<file path="src/rtl/writeback_stage.sv">
// writeback_stage: EX->WB latches, single-cycle retire into GPR/SEG/MMX/EFLAGS/EIP, store sequencing.
// Latency: non-store commits 1 cycle after latch load; store takes REQ (>=1 cycle, until ack) + DONE.
// Backpressure: WB_stall (registered, high only in REQ) freezes the latches; optional WB_FLAGS_FWD_EN.
module writeback_stage (
  input  logic         CLK,
  input  logic         RST,
  // EX->WB latch inputs
  input  logic         WB_V_next,
  input  logic [31:0]  WB_NEIP_next,
  input  logic [15:0]  WB_NCS_next,
  input  logic [127:0] WB_CONTROL_STORE_next,
  input  logic [1:0]   WB_de_datasize_all_next,
  input  logic         WB_ex_ld_gpr1_wb_next,
  input  logic         WB_ex_ld_gpr2_wb_next,
  input  logic         WB_ex_dcache_write_wb_next,
  input  logic [6:0]   WB_de_flags_affected_wb_next,
  input  logic [31:0]  WB_RESULT_A_next,
  input  logic [31:0]  WB_RESULT_B_next,
  input  logic [31:0]  WB_RESULT_C_next,
  input  logic [31:0]  WB_FLAGS_next,
  input  logic [31:0]  WB_ADDRESS_next,
  input  logic [63:0]  WB_RESULT_MM_next,
  input  logic [2:0]   WB_DR1_next,
  input  logic [2:0]   WB_DR2_next,
  input  logic [2:0]   WB_DR3_next,
  // data cache acknowledge
  input  logic         DC_WR_ACK,
  // GPR write ports
  output logic         GPR_WE1,
  output logic         GPR_WE2,
  output logic         GPR_WE3,
  output logic [2:0]   GPR_DR1,
  output logic [2:0]   GPR_DR2,
  output logic [2:0]   GPR_DR3,
  output logic [31:0]  GPR_DATA1,
  output logic [31:0]  GPR_DATA2,
  output logic [31:0]  GPR_DATA3,
  output logic [1:0]   GPR_SIZE,
  // segment write port
  output logic         SEG_WE,
  output logic [2:0]   SEG_DR,
  output logic [15:0]  SEG_DATA,
  // MMX write port
  output logic         MM_WE,
  output logic [2:0]   MM_DR,
  output logic [63:0]  MM_DATA,
  // data cache store request
  output logic         DC_WR_REQ,
  output logic [31:0]  DC_WR_ADDR,
  output logic [31:0]  DC_WR_DATA,
  output logic [1:0]   DC_WR_SIZE,
  // committed architectural state
  output logic [31:0]  EFLAGS,
  output logic [31:0]  EIP,
  output logic [15:0]  CS,
  output logic [31:0]  RETIRE_CNT,
  // back to EX
  output logic         WB_stall,
  output logic         CF_dataforwarded,
  output logic         AF_dataforwarded
);

  // Control-store bit positions for the writeback load enables not carried as separate latches.
  localparam int unsigned CS_LD_GPR3_BIT = 0;
  localparam int unsigned CS_LD_SEG_BIT  = 1;
  localparam int unsigned CS_LD_MM_BIT   = 2;

  localparam logic [31:0] EFLAGS_RESET = 32'h0000_0002;

  typedef enum logic [1:0] {
    S_IDLE = 2'd0,
    S_REQ  = 2'd1,
    S_DONE = 2'd2
  } wb_state_t;

  wb_state_t r_state;
  wb_state_t w_state_next;

  // EX->WB latches
  logic         r_v;
  logic [31:0]  r_neip;
  logic [15:0]  r_ncs;
  logic [127:0] r_control_store;
  logic [1:0]   r_datasize;
  logic         r_ld_gpr1;
  logic         r_ld_gpr2;
  logic         r_dcache_write;
  logic [6:0]   r_flags_affected;
  logic [31:0]  r_result_a;
  logic [31:0]  r_result_b;
  logic [31:0]  r_result_c;
  logic [31:0]  r_flags;
  logic [31:0]  r_address;
  logic [63:0]  r_result_mm;
  logic [2:0]   r_dr1;
  logic [2:0]   r_dr2;
  logic [2:0]   r_dr3;

  // Committed architectural state
  logic [31:0]  r_eflags;
  logic [31:0]  r_eip;
  logic [15:0]  r_cs;
  logic [31:0]  r_retire_cnt;

  logic         w_stall;
  logic         w_dc_req;
  logic         w_commit;
  logic         w_load;
  logic         w_next_is_store;
  logic         w_cs_ld_gpr3;
  logic         w_cs_ld_seg;
  logic         w_cs_ld_mm;
  logic [31:0]  w_flag_mask;
  logic [31:0]  w_eflags_next;
  logic         w_cf_fwd;
  logic         w_af_fwd;
  logic [124:0] w_cs_unused;

  assign w_load          = ~w_stall;
  assign w_next_is_store = WB_V_next & WB_ex_dcache_write_wb_next;

  // Control-store decode of the remaining writeback enables.
  assign w_cs_ld_gpr3 = r_control_store[CS_LD_GPR3_BIT];
  assign w_cs_ld_seg  = r_control_store[CS_LD_SEG_BIT];
  assign w_cs_ld_mm   = r_control_store[CS_LD_MM_BIT];
  assign w_cs_unused  = r_control_store[127:3];

  // EX->WB latches: load whenever WB is not stalled, hold during a store request.
  always_ff @(posedge CLK) begin
    if (RST) begin
      r_v              <= 1'b0;
      r_neip           <= '0;
      r_ncs            <= '0;
      r_control_store  <= '0;
      r_datasize       <= '0;
      r_ld_gpr1        <= 1'b0;
      r_ld_gpr2        <= 1'b0;
      r_dcache_write   <= 1'b0;
      r_flags_affected <= '0;
      r_result_a       <= '0;
      r_result_b       <= '0;
      r_result_c       <= '0;
      r_flags          <= '0;
      r_address        <= '0;
      r_result_mm      <= '0;
      r_dr1            <= '0;
      r_dr2            <= '0;
      r_dr3            <= '0;
    end else if (w_load) begin
      r_v              <= WB_V_next;
      r_neip           <= WB_NEIP_next;
      r_ncs            <= WB_NCS_next;
      r_control_store  <= WB_CONTROL_STORE_next;
      r_datasize       <= WB_de_datasize_all_next;
      r_ld_gpr1        <= WB_ex_ld_gpr1_wb_next;
      r_ld_gpr2        <= WB_ex_ld_gpr2_wb_next;
      r_dcache_write   <= WB_ex_dcache_write_wb_next;
      r_flags_affected <= WB_de_flags_affected_wb_next;
      r_result_a       <= WB_RESULT_A_next;
      r_result_b       <= WB_RESULT_B_next;
      r_result_c       <= WB_RESULT_C_next;
      r_flags          <= WB_FLAGS_next;
      r_address        <= WB_ADDRESS_next;
      r_result_mm      <= WB_RESULT_MM_next;
      r_dr1            <= WB_DR1_next;
      r_dr2            <= WB_DR2_next;
      r_dr3            <= WB_DR3_next;
    end
  end

  // Store sequencer state register.
  always_ff @(posedge CLK) begin
    if (RST) begin
      r_state <= S_IDLE;
    end else begin
      r_state <= w_state_next;
    end
  end

  // Next state, commit strobe and handshake outputs; stall depends on registered state only.
  always_comb begin
    w_state_next = r_state;
    w_commit     = 1'b0;
    w_stall      = 1'b0;
    w_dc_req     = 1'b0;
    case (r_state)
      S_IDLE: begin
        // A latched store always moves straight to REQ, so only non-stores commit here.
        w_commit = r_v & ~r_dcache_write;
        if (w_next_is_store) begin
          w_state_next = S_REQ;
        end
      end
      S_REQ: begin
        w_stall  = 1'b1;
        w_dc_req = 1'b1;
        if (DC_WR_ACK) begin
          w_commit     = r_v;
          w_state_next = S_DONE;
        end
      end
      S_DONE: begin
        // The retired store is still latched here; it must not write a second time.
        if (w_next_is_store) begin
          w_state_next = S_REQ;
        end else begin
          w_state_next = S_IDLE;
        end
      end
      default: begin
        w_state_next = S_IDLE;
      end
    endcase
    // A reset landing on an ack cycle discards the instruction instead of retiring it.
    if (RST) begin
      w_commit = 1'b0;
    end
  end

  // Map the 7 flags_affected bits onto CF, PF, AF, ZF, SF, DF, OF positions.
  always_comb begin
    w_flag_mask     = '0;
    w_flag_mask[0]  = r_flags_affected[0];
    w_flag_mask[2]  = r_flags_affected[1];
    w_flag_mask[4]  = r_flags_affected[2];
    w_flag_mask[6]  = r_flags_affected[3];
    w_flag_mask[7]  = r_flags_affected[4];
    w_flag_mask[10] = r_flags_affected[5];
    w_flag_mask[11] = r_flags_affected[6];
    w_eflags_next   = (r_eflags & ~w_flag_mask) | (r_flags & w_flag_mask);
  end

  // Architectural state updates on the single commit cycle.
  always_ff @(posedge CLK) begin
    if (RST) begin
      r_eflags     <= EFLAGS_RESET;
      r_eip        <= '0;
      r_cs         <= '0;
      r_retire_cnt <= '0;
    end else if (w_commit) begin
      r_eflags     <= w_eflags_next;
      r_eip        <= r_neip;
      r_cs         <= r_ncs;
      r_retire_cnt <= r_retire_cnt + 32'd1;
    end
  end

`ifdef WB_FLAGS_FWD_EN
  // Bypass the pending writeback so EX sees CF/AF before they commit.
  assign w_cf_fwd = (r_v & r_flags_affected[0]) ? r_flags[0] : r_eflags[0];
  assign w_af_fwd = (r_v & r_flags_affected[2]) ? r_flags[4] : r_eflags[4];
`else
  assign w_cf_fwd = r_eflags[0];
  assign w_af_fwd = r_eflags[4];
`endif

  // Write ports: enables only in the commit cycle, data straight from the latches.
  assign GPR_WE1   = w_commit & r_ld_gpr1;
  assign GPR_WE2   = w_commit & r_ld_gpr2;
  assign GPR_WE3   = w_commit & w_cs_ld_gpr3;
  assign GPR_DR1   = r_dr1;
  assign GPR_DR2   = r_dr2;
  assign GPR_DR3   = r_dr3;
  assign GPR_DATA1 = r_result_a;
  assign GPR_DATA2 = r_result_b;
  assign GPR_DATA3 = r_result_c;
  assign GPR_SIZE  = r_datasize;

  assign SEG_WE    = w_commit & w_cs_ld_seg;
  assign SEG_DR    = r_dr1;
  assign SEG_DATA  = r_result_a[15:0];

  assign MM_WE     = w_commit & w_cs_ld_mm;
  assign MM_DR     = r_dr1;
  assign MM_DATA   = r_result_mm;

  // Store request fields come from held latches, so they stay stable through REQ.
  assign DC_WR_REQ  = w_dc_req;
  assign DC_WR_ADDR = r_address;
  assign DC_WR_DATA = r_result_a;
  assign DC_WR_SIZE = r_datasize;

  assign EFLAGS     = r_eflags;
  assign EIP        = r_eip;
  assign CS         = r_cs;
  assign RETIRE_CNT = r_retire_cnt;

  assign WB_stall         = w_stall;
  assign CF_dataforwarded = w_cf_fwd;
  assign AF_dataforwarded = w_af_fwd;

endmodule

</file>
<file path="config.mk">
export PLATFORM = sky130hd
export DESIGN_NAME = writeback_stage
export DESIGN_NICKNAME = d
export VERILOG_FILES = /design/src/rtl/writeback_stage.sv
export SDC_FILE = /design/constraint.sdc
export NUM_CORES = 1
export LEC_CHECK = 0
export CORE_AREA = 5 5 307 309
export DETAILED_ROUTE_END_ITERATION = 10
export DIE_AREA = 0 0 312 314
export PLACE_DENSITY = 0.41
export REMOVE_ABC_BUFFERS = 1
export SYNTH_ARGS = -nofsm -noshare
export SYNTH_HDL_FRONTEND = slang
export SYNTH_SLANG_ARGS = --single-unit
</file>
<file path="constraint.sdc">
create_clock -name CLK -period 1.8 [get_ports CLK]
set_input_delay 0.36 -clock CLK [delete_from_list [all_inputs] [get_ports CLK]]
set_output_delay 0.36 -clock CLK [all_outputs]
set_load 0.03 [all_outputs]
</file>
==> Yosys cells after proc, flatten, opt, wreduce, memory -nomap -nowiden <==
Index checks and enable logic that the tools add are counted.
{ "totals": {"reg_bits": 411, "inputBits": 425, "elab_cells": 50} }
{ "op_classes": {"n_addsub": 1, "eq_ne": 4, "mux": 8, "bitwise": 12, "n_reduce_logical": 2} }
{ "ops": {"columns": ["operator", "count"], "rows": [
  ["$add 32x1->32 const B", 1],
  ["$and 32x12->32", 1],
  ["$and 32x32->32", 1],
  ["$not 12->32", 1],
  ["$or 32x32->32", 1],
  ["$and 1x1->1", 7],
  ["$pmux 2 s3", 1],
  ["$mux 1", 4],
  ["$mux 2", 2],
  ["$ne 2x2->1 const B", 2],
  ["$eq 2x1->1 const B", 1],
  ["$eq 2x2->1 const B", 1],
  ["$logic_not 2->1", 1],
  ["$pmux 1 s2", 1],
  ["$reduce_and 2->1", 1],
  ["$not 1->1", 1]
]} }

==> Depth between registers and ports, before layout <==
{ "depth": {"depth_word": 5, "ltp_mapped": 7, "ltp_nobuf": 5} }

==> Least setup slack after synthesis <==
No wires, ideal clock.
{ "synth_timing": {"path_type": "reg2reg", "from": "register r_retire_cnt[7] (netlist: RETIRE_CNT[7])", "to": "register r_retire_cnt[31] (netlist: RETIRE_CNT[31])", "setup_time_ps": 121, "arrival_time_ps": 2119, "required_ps": 1679, "path_slack_ps": -440, "path_stages_with_launch": 7, "path_buffers": 1, "path_cell_list": "dfxtp_1 > nand3_2 > or4_4 > buf_6 > nor4_4 > nand3_2 > mux2_4"} }
{ "synth_via": {"elab_chain_len": 1} }
{ "synth_rtl": {"columns": ["element", "line", "text"], "rows": [
  ["start: declaration", "103", "logic [31:0] r_retire_cnt;"],
  ["start signal: assignment", "244", "r_retire_cnt <= r_retire_cnt + 32'd1;"],
  ["$add 32x1->32", "244", null]
]} }
Every way passes these cells.
A chain may end at the register's enable or synchronous reset.

==> Worst setup path in the final report <==
{ "layout_timing": {"from": "register r_state[0]", "to": "output port SEG_WE"} }
{ "layout_via": {"elab_chain_len": 4} }
{ "layout_rtl": {"columns": ["element", "line", "text"], "rows": [
  ["start: declaration", "76", "wb_state_t r_state;"],
  ["start signal: assignment", "176", "r_state <= w_state_next;"],
  ["$eq 2x1->1 or $logic_not 2->1 (tied branches)", "186", "case (r_state)"],
  ["$pmux 1 s2 (*)", "186", null],
  ["$mux 1 (*)", "215", "if (RST) begin"],
  ["$and 1x1->1 (*)", "269", "assign SEG_WE = w_commit & w_cs_ld_seg;"],
  ["end: declaration", "40", "output logic SEG_WE,"]
]} }
Mark *: on every way between the ends. The rest lies on a longest branch, timed or not.

==> metrics.md <==
| Metric | Value |
|---|---|
| Placed cell areas | `20970 um2` |
| Final worst clock skew | `0.01572 ns` |
| Sequential-to-total area share from yosys stat | `53.89%` |
| Pins Over Slew Limit | `0` |
| Placer's final routability congestion estimate | `0.8313` |
| Initial Utilization | `roughly 15%` |
| Critical-path maximum fanout | `5` |
| Instance count of the mapped netlist | `between 1500 and 2000` |
| Overall power after layout | `22.71 mW` |
| Count of hold buffers inserted by post-cts repair | `0` |
| CP max-delay cell | `dfxtp_2` |
| RSZ-0062 raised after global routing | `yes` |
| Number of maximum-capacitance constraint violations | `0` |
| Worst-case vdd ir drop | `0.0004865 V` |
| Hold Worst Slack | `roughly 0.33 ns` |
| Aggregate global routing overflow | `0` |
| Highest-count cells in the layout ignoring fill and taps | `nand2_1, dfxtp_1, a21oi_1` |
| Worst-Skew Late Latency | `0.58 ns` |
| Antenna violations before repair | `22` |
| Most common library cell in the layout ignoring fill and taps | `nand2_1` |
| Area overhead of the layout relative to synthesis | `72.02%` |
| Final instance area | `around 23000 um2` |
| Biggest area consumer among synthesized cells | `dfxtp_1` |
| Yosys synthesis warning count | `0` |
| Clock Pin Slew Worst Setup and Hold Paths | `0.06 ns` |
| Leakage power summed over all cells | `9.950 nW` |
| Delay-heaviest family, CP | `simple AND/OR/NAND/NOR gates` |
| WL final | `63500 um` |
| Count of placed standard cells in the final layout, fillers left out | `3531` |
| Max stage delay on crit path | `0.33 ns` |
| Required time of the worst setup path | `between 1 and 1.5 ns` |
| Number of global-route vias before repair | `13620` |
| Number of sinks handled by clock tree synthesis | `between 300 and 400` |
| TritonCTS clock tree | `done` |
| All-layer global routing usage | `11.81%` |
| Post-DP HPWL | `44560 um` |
| Remaining max-slew budget at the tightest pin | `a little under half` |
| I/O pin cnt | `~800` |
| Number of distinct library cells after synthesis | `38` |
| Die width | `312 um` |
| Number of CTS-inserted buffers | `47` |
| Die height | `314 um` |
| First-pass GRT wire length | `roughly 90000 um` |
| Placed cells | `3420` |
| Failing checks | `negative setup slack` |
| Category of the most critical setup path | `register to output pin` |
| Run status | `finished with violations` |
| Placeable Area | `91110 um2` |
| Count of buffers inserted at the top-level ports | `629` |
| Per-cell via count in the routed design | `3.806` |
| Area share of the largest cell type after synthesis | `53.89%` |
| Antenna viol nets, final | `0` |
| Tmin final | `approximately 2 ns` |
| Syn Area/Cell | `7.857 um2` |
| Max Freq | `497.5 MHz` |
| CP bufs+invs | `1` |
| Setup Viol. Count Final | `11` |
| Initial detailed-routing violation count | `about 680` |
| Number of buffers between clock root and the deepest sink | `3` |
| Cell area after synthesis | `13410 um2` |
| Critical Path AT | `1.65 ns` |
| H-tree levels | `2` |
| Number of register bits inferred by synthesis | `around 360` |
| Maximum number of pins on one net before global-route repair | `134` |
| Aggregate negative setup slack | `-1.149 ns` |
| Min-Delay Path Class | `input port to register` |
| Wire length per cell | `17.98 um` |
| Final design utilization | `roughly 25%` |
| Number of rows in the core area | `about 110` |
| DRC errors left | `0` |
| Worst slack after detailed placement | `-0.3606 ns` |
| Actual transition at the worst max-transition pin | `between 0.7 and 0.8 ns` |
| Crit path launch type | `register` |
| 1st-pass router iterations | `5` |
| Area of the die | `97970 um2` |
| # nets final | `2732` |
| Vias after detailed routing | `13440` |
| Root buffer selected by CTS | `clkbuf_16` |
| Hold Vio Cnt, Final | `0` |
| Minimum setup slack in the final design | `-0.2101 ns` |
| Cell breakdown of the critical path | `or2b_1, nand3_4, nor2_4, and2_1, buf_6` |
| Nature of the critical path endpoint | `output pin` |
| Period utilisation layout | `111.7%` |
| Total power divided by cell area | `984.2 nW/um2` |
| Biggest area contributors in the synthesized netlist | `dfxtp_1, nand2_1, a21oi_1, buf_4, clkbuf_1` |
| Fraction of layout cells with a size suffix above 1 | `13.79%` |
final cells by class:
class,count,area (um2)
repair buffers,730,7191
diodes,3,7.507
flip-flops and latches,361,7244
inverters,6,35.03
clock buffers,61,1331
clock inverters,24,384.1
multi-input cells,1160,5394
well taps,1186,1484
fillers,9971,68040
worst reg2reg max path: stages (launching register included):
cell     delay [ns]
dfxtp_2        0.33
nand3_2        0.08
or4_4          0.64
buf_12         0.20
nor4_4         0.23
xnor2_1        0.17
nor2_1         0.07
path summary, 6_finish.rpt:
kind | from | to | slack, ns | depth (start not counted)
max | r_state[0] | SEG_WE | -0.21 | 5
min | WB_DR1_next[0] | GPR_DR1[0] | 0.33 | 3
max reg2reg | RETIRE_CNT[6] | RETIRE_CNT[22] | -0.05 | 6
min reg2reg | GPR_DATA2[18] | GPR_DATA2[18] | 0.44 | 2
power by group:
group          internal (mW)  switching [mW]  leakage, nW
Clock                   6.63            3.83        0.847
Sequential              8.45           0.263         2.99
Combinational           1.43            2.11         6.12
repair_timing:
item | in CTS | in global routing
pin swaps | 16 | 19
endpoints found under the setup margin | 357 | 186
resized for setup | 538 | 76
buffers inserted | 13 | 5
gates cloned | 1 | 6
hold endpoints to repair | 0 | 0
logic make-up (layout without fill, tap and decap cells):
logic type,after synthesis,after routing,synth area share [%]
AND/OR/NAND/NOR,771,771,23.16
flip-flops,361,361,53.89
AO/OA/AOI/OAI,335,335,12.59
buffers and inverters,209,821,8.340
XOR/XNOR,27,27,1.763
other,2,28,0.05600
adder cells (fa/ha/maj),1,1,0.09328
multiplexers,1,1,0.1119
flip-flops by register name (all words and copies together), names as in the netlist, 2 cells and up, named ones only:
name / cells
MM_DATA: 64
DC_WR_ADDR: 32
DC_WR_DATA: 32
EIP: 32
GPR_DATA2: 32
GPR_DATA3: 32
RETIRE_CNT: 32
r_neip: 32
CS: 16
r_ncs: 16
r_flags: 7
r_flags_affected: 7
GPR_DR1: 3
GPR_DR2: 3
GPR_DR3: 3
r_control_store: 3
DC_WR_SIZE: 2
r_state: 2
Yosys cell counts (all sizes together):
| cell | count |
|---|---|
| a21o | 1 |
| a21oi | 331 |
| a31o | 1 |
| and2 | 6 |
| and2b | 1 |
| and3 | 2 |
| and4 | 3 |
| and4bb | 1 |
| buf | 94 |
| clkbuf | 109 |
| conb | 2 |
| dfxtp | 361 |
| ha | 1 |
| inv | 6 |
| mux2 | 1 |
| nand2 | 667 |
| nand2b | 2 |
| nand3 | 21 |
| nand4 | 6 |
| nand4b | 1 |
| nor2 | 33 |
| nor2b | 1 |
| nor3 | 7 |
| nor3b | 1 |
| nor4 | 14 |
| nor4b | 1 |
| o21ai | 1 |
| o22a | 1 |
| or2b | 2 |
| or3 | 1 |
| or4 | 1 |
| xnor2 | 24 |
| xor2 | 3 |
routing by layer:
layer	vias to the layer above	track usage, %	share of wire, %	wire, um
met4	22	2.290	1.6	1002
met1	6237	14.12	42	26540
met3	83	5.747	10	6509
met2	493	19.46	46	29320
li1	6605	-	-	-
met5	-	0	0.21	135
Note: power is estimated with default switching activity, not from simulation.
==> RTL edit, RTL diff (same settings) <==
Build with the macro `WB_FLAGS_FWD_EN` defined.
--- a/src/rtl/writeback_stage.sv
+++ b/src/rtl/writeback_stage.sv
@@ -3,2 +3,4 @@
 // Backpressure: WB_stall (registered, high only in REQ) freezes the latches; optional WB_FLAGS_FWD_EN.
+`define WB_FLAGS_FWD_EN
+
 module writeback_stage (
Function: changed (a bounded check fails within 4 cycles, from zero or initial values and one cycle with RST high).
==> RTL edit against the original RTL <==
  * Synthesized area hardly changed
  * Routed wire length grew 8.2%
  * Critical path depth rose by 2
  * Sequential cell count did not move
  * Worst setup slack worse by 64 ps
  * Design area up 2.4%
  * Total power shrank 1.5%
  * The flow still finishes with violations (negative setup slack)
  * Critical path type is now flip-flop to flip-flop
  * Register-to-register slack got worse by 220 ps
  * Highest routed layer unchanged
  * Cell count up 1.3%
==> RTL edit: results (changes against the original RTL) <==
Final HPWL DP=48.2 mm (+8.1%); Synth Area in Adders=0.000933 (about the same); top cells by count, synth=nand2_1 (673), dfxtp_1 (361), a21oi_1 (339); Synth area leaders=dfxtp_1 (54%), nand2_1 (19%), a21oi_1 (13%); leak pwr=10.0 nW (+0.73%); Post-Synth XOR/XNOR Area=0.0124 (-0.00522); gr usage total=0.124 (+0.00542); compound-cell area share of the yosys netlist=0.133 (+0.00705); Place WS=-565 ps (-204 ps); reg-to-reg endpoint=RETIRE_CNT[16]; status=finished, violations left; Hold Path Sink=CS[1]; layout cell share with drive strength beyond 1=0.178 (+0.0404); CP arrival=2560 ps (+910 ps); Peak VDD IR=0.496 mV (+2.0%); P_int=16.0 mW (-2.9%); total negative slack=-4480 ps (-3330 ps); fillcell total=9928 (-0.43%); nets=2780 (+1.8%); largest net degree at the start of global routing=182 (+36%); CP max stage delay=530 ps (+200 ps); worst r2r src=r_v; worst-path maximum fanout=4 (-1); Routed WL=68.7 mm (+8.2%); hold path startpoint=RST; Worst Slack Setup Final=-274 ps (-64.1 ps); final setup fails=55 (+44); CTS Buf Count=48 (+2.1%); Hold WS=119 ps (-213 ps); initial DRC count=711 (+4.9%); Port Buffers=629 (unchanged); vias=14100 (+4.6%); first-pass GRT wire length=93.4 mm (+4.0%); antenna violations before repair=30 (+36%); FF-to-FF path depth=7 (+1); routability cong.=0.806 (-3.0%); register area share after synthesis=0.539 (about the same); Area after DPL=21100 um2 (+0.77%); failing checks=negative setup slack; slowest CP cell=or4_4; post-synthesis cell type count=36 (-5.3%); Clock Skews=23.0 ps (+7.33 ps)
## RTL edit: cell types whose count changed after synthesis, sizes merged, moves of 3 or more
cell,unedited run,this run
or3,1,7
and3,2,5
buf,94,88
nand2,667,673
a21oi,331,339
nor2,33,23
or4,1,4
xor2,3,9
nor4,14,7
nand4,6,11
xnor2,24,10
o21ai,1,9
## RTL edit: metal layers
layer	vias up	track usage	share of wire
met5	-	0	0.0018
met4	20	0.0258	0.024
met3	118	0.0550	0.093
met2	540	0.206	0.46
met1	6637	0.148	0.42
li1	6743	-	-
## RTL edit: final cells by class
cell class | count | area share
clock buffer | 71 | 0.0600
sequential | 361 | 0.306
clock inverter | 14 | 0.00783
inverter | 4 | 0.00116
tap | 1186 | 0.0628
antenna | 3 | 0.000318
multi-input combinational | 1176 | 0.239
timing repair buffer | 763 | 0.323
## RTL edit: cells by family after synthesis
kind of cell / count (synthesis)
AND/OR/NAND/NOR: 776
adder cells (fa/ha/maj): 1
buffers and inverters: 202
flip-flops: 361
AO/OA/AOI/OAI: 353
other: 2
multiplexers: 2
XOR/XNOR: 19
## RTL edit: worst max-delay path by stage
stage,cells past startpoint,slack [ps],endpoint,startpoint
after floorplan,4,-11760,DC_WR_ADDR[0],r_state[1]
after global placement,8,-610,RETIRE_CNT[18],DC_WR_ACK
after detailed placement,8,-570,RETIRE_CNT[18],DC_WR_ACK
after CTS,6,-310,GPR_WE3,r_state[0]
after global routing,6,-360,MM_WE,r_state[0]
final,7,-270,RETIRE_CNT[16],r_v
## RTL edit: stage by stage
stage	total power, mW	instances
6_report	22.4	3578
5_1_grt	23.4	3576
4_1_cts	22.6	3542
3_5_place_dp	12.6	3444
3_3_place_gp	12.6	3444
2_1_floorplan	10.5	1541
## RTL edit: what timing repair did
item                       CTS  global route
buffers inserted            13            21
resized for setup          553           199
hold endpoints to repair     0             0
setup endpoints to repair  355           156
cloned                       0            16
pin swaps                   11            35
## RTL edit: worst max-delay path, delay by kind of cell (launching register included)
family                 cells  cell delay (ps)
DFF                        1              330
AOI/OAI and AO/OA          1              130
buffers and inverters      2              320
and+or+nand+nor            4             1210
## RTL edit: power groups by stage
| stage | registers (mW) | clock network [mW] | logic (mW) |
|---|---|---|---|
| 5_1_grt | 8.77 | 10.6 | 4.07 |
| 2_1_floorplan | 9.69 | 0 | 0.814 |
| 6_report | 8.72 | 9.85 | 3.81 |
| 4_1_cts | 8.72 | 10.3 | 3.57 |
| 3_3_place_gp | 8.88 | 0 | 3.74 |
| 3_5_place_dp | 8.89 | 0 | 3.74 |
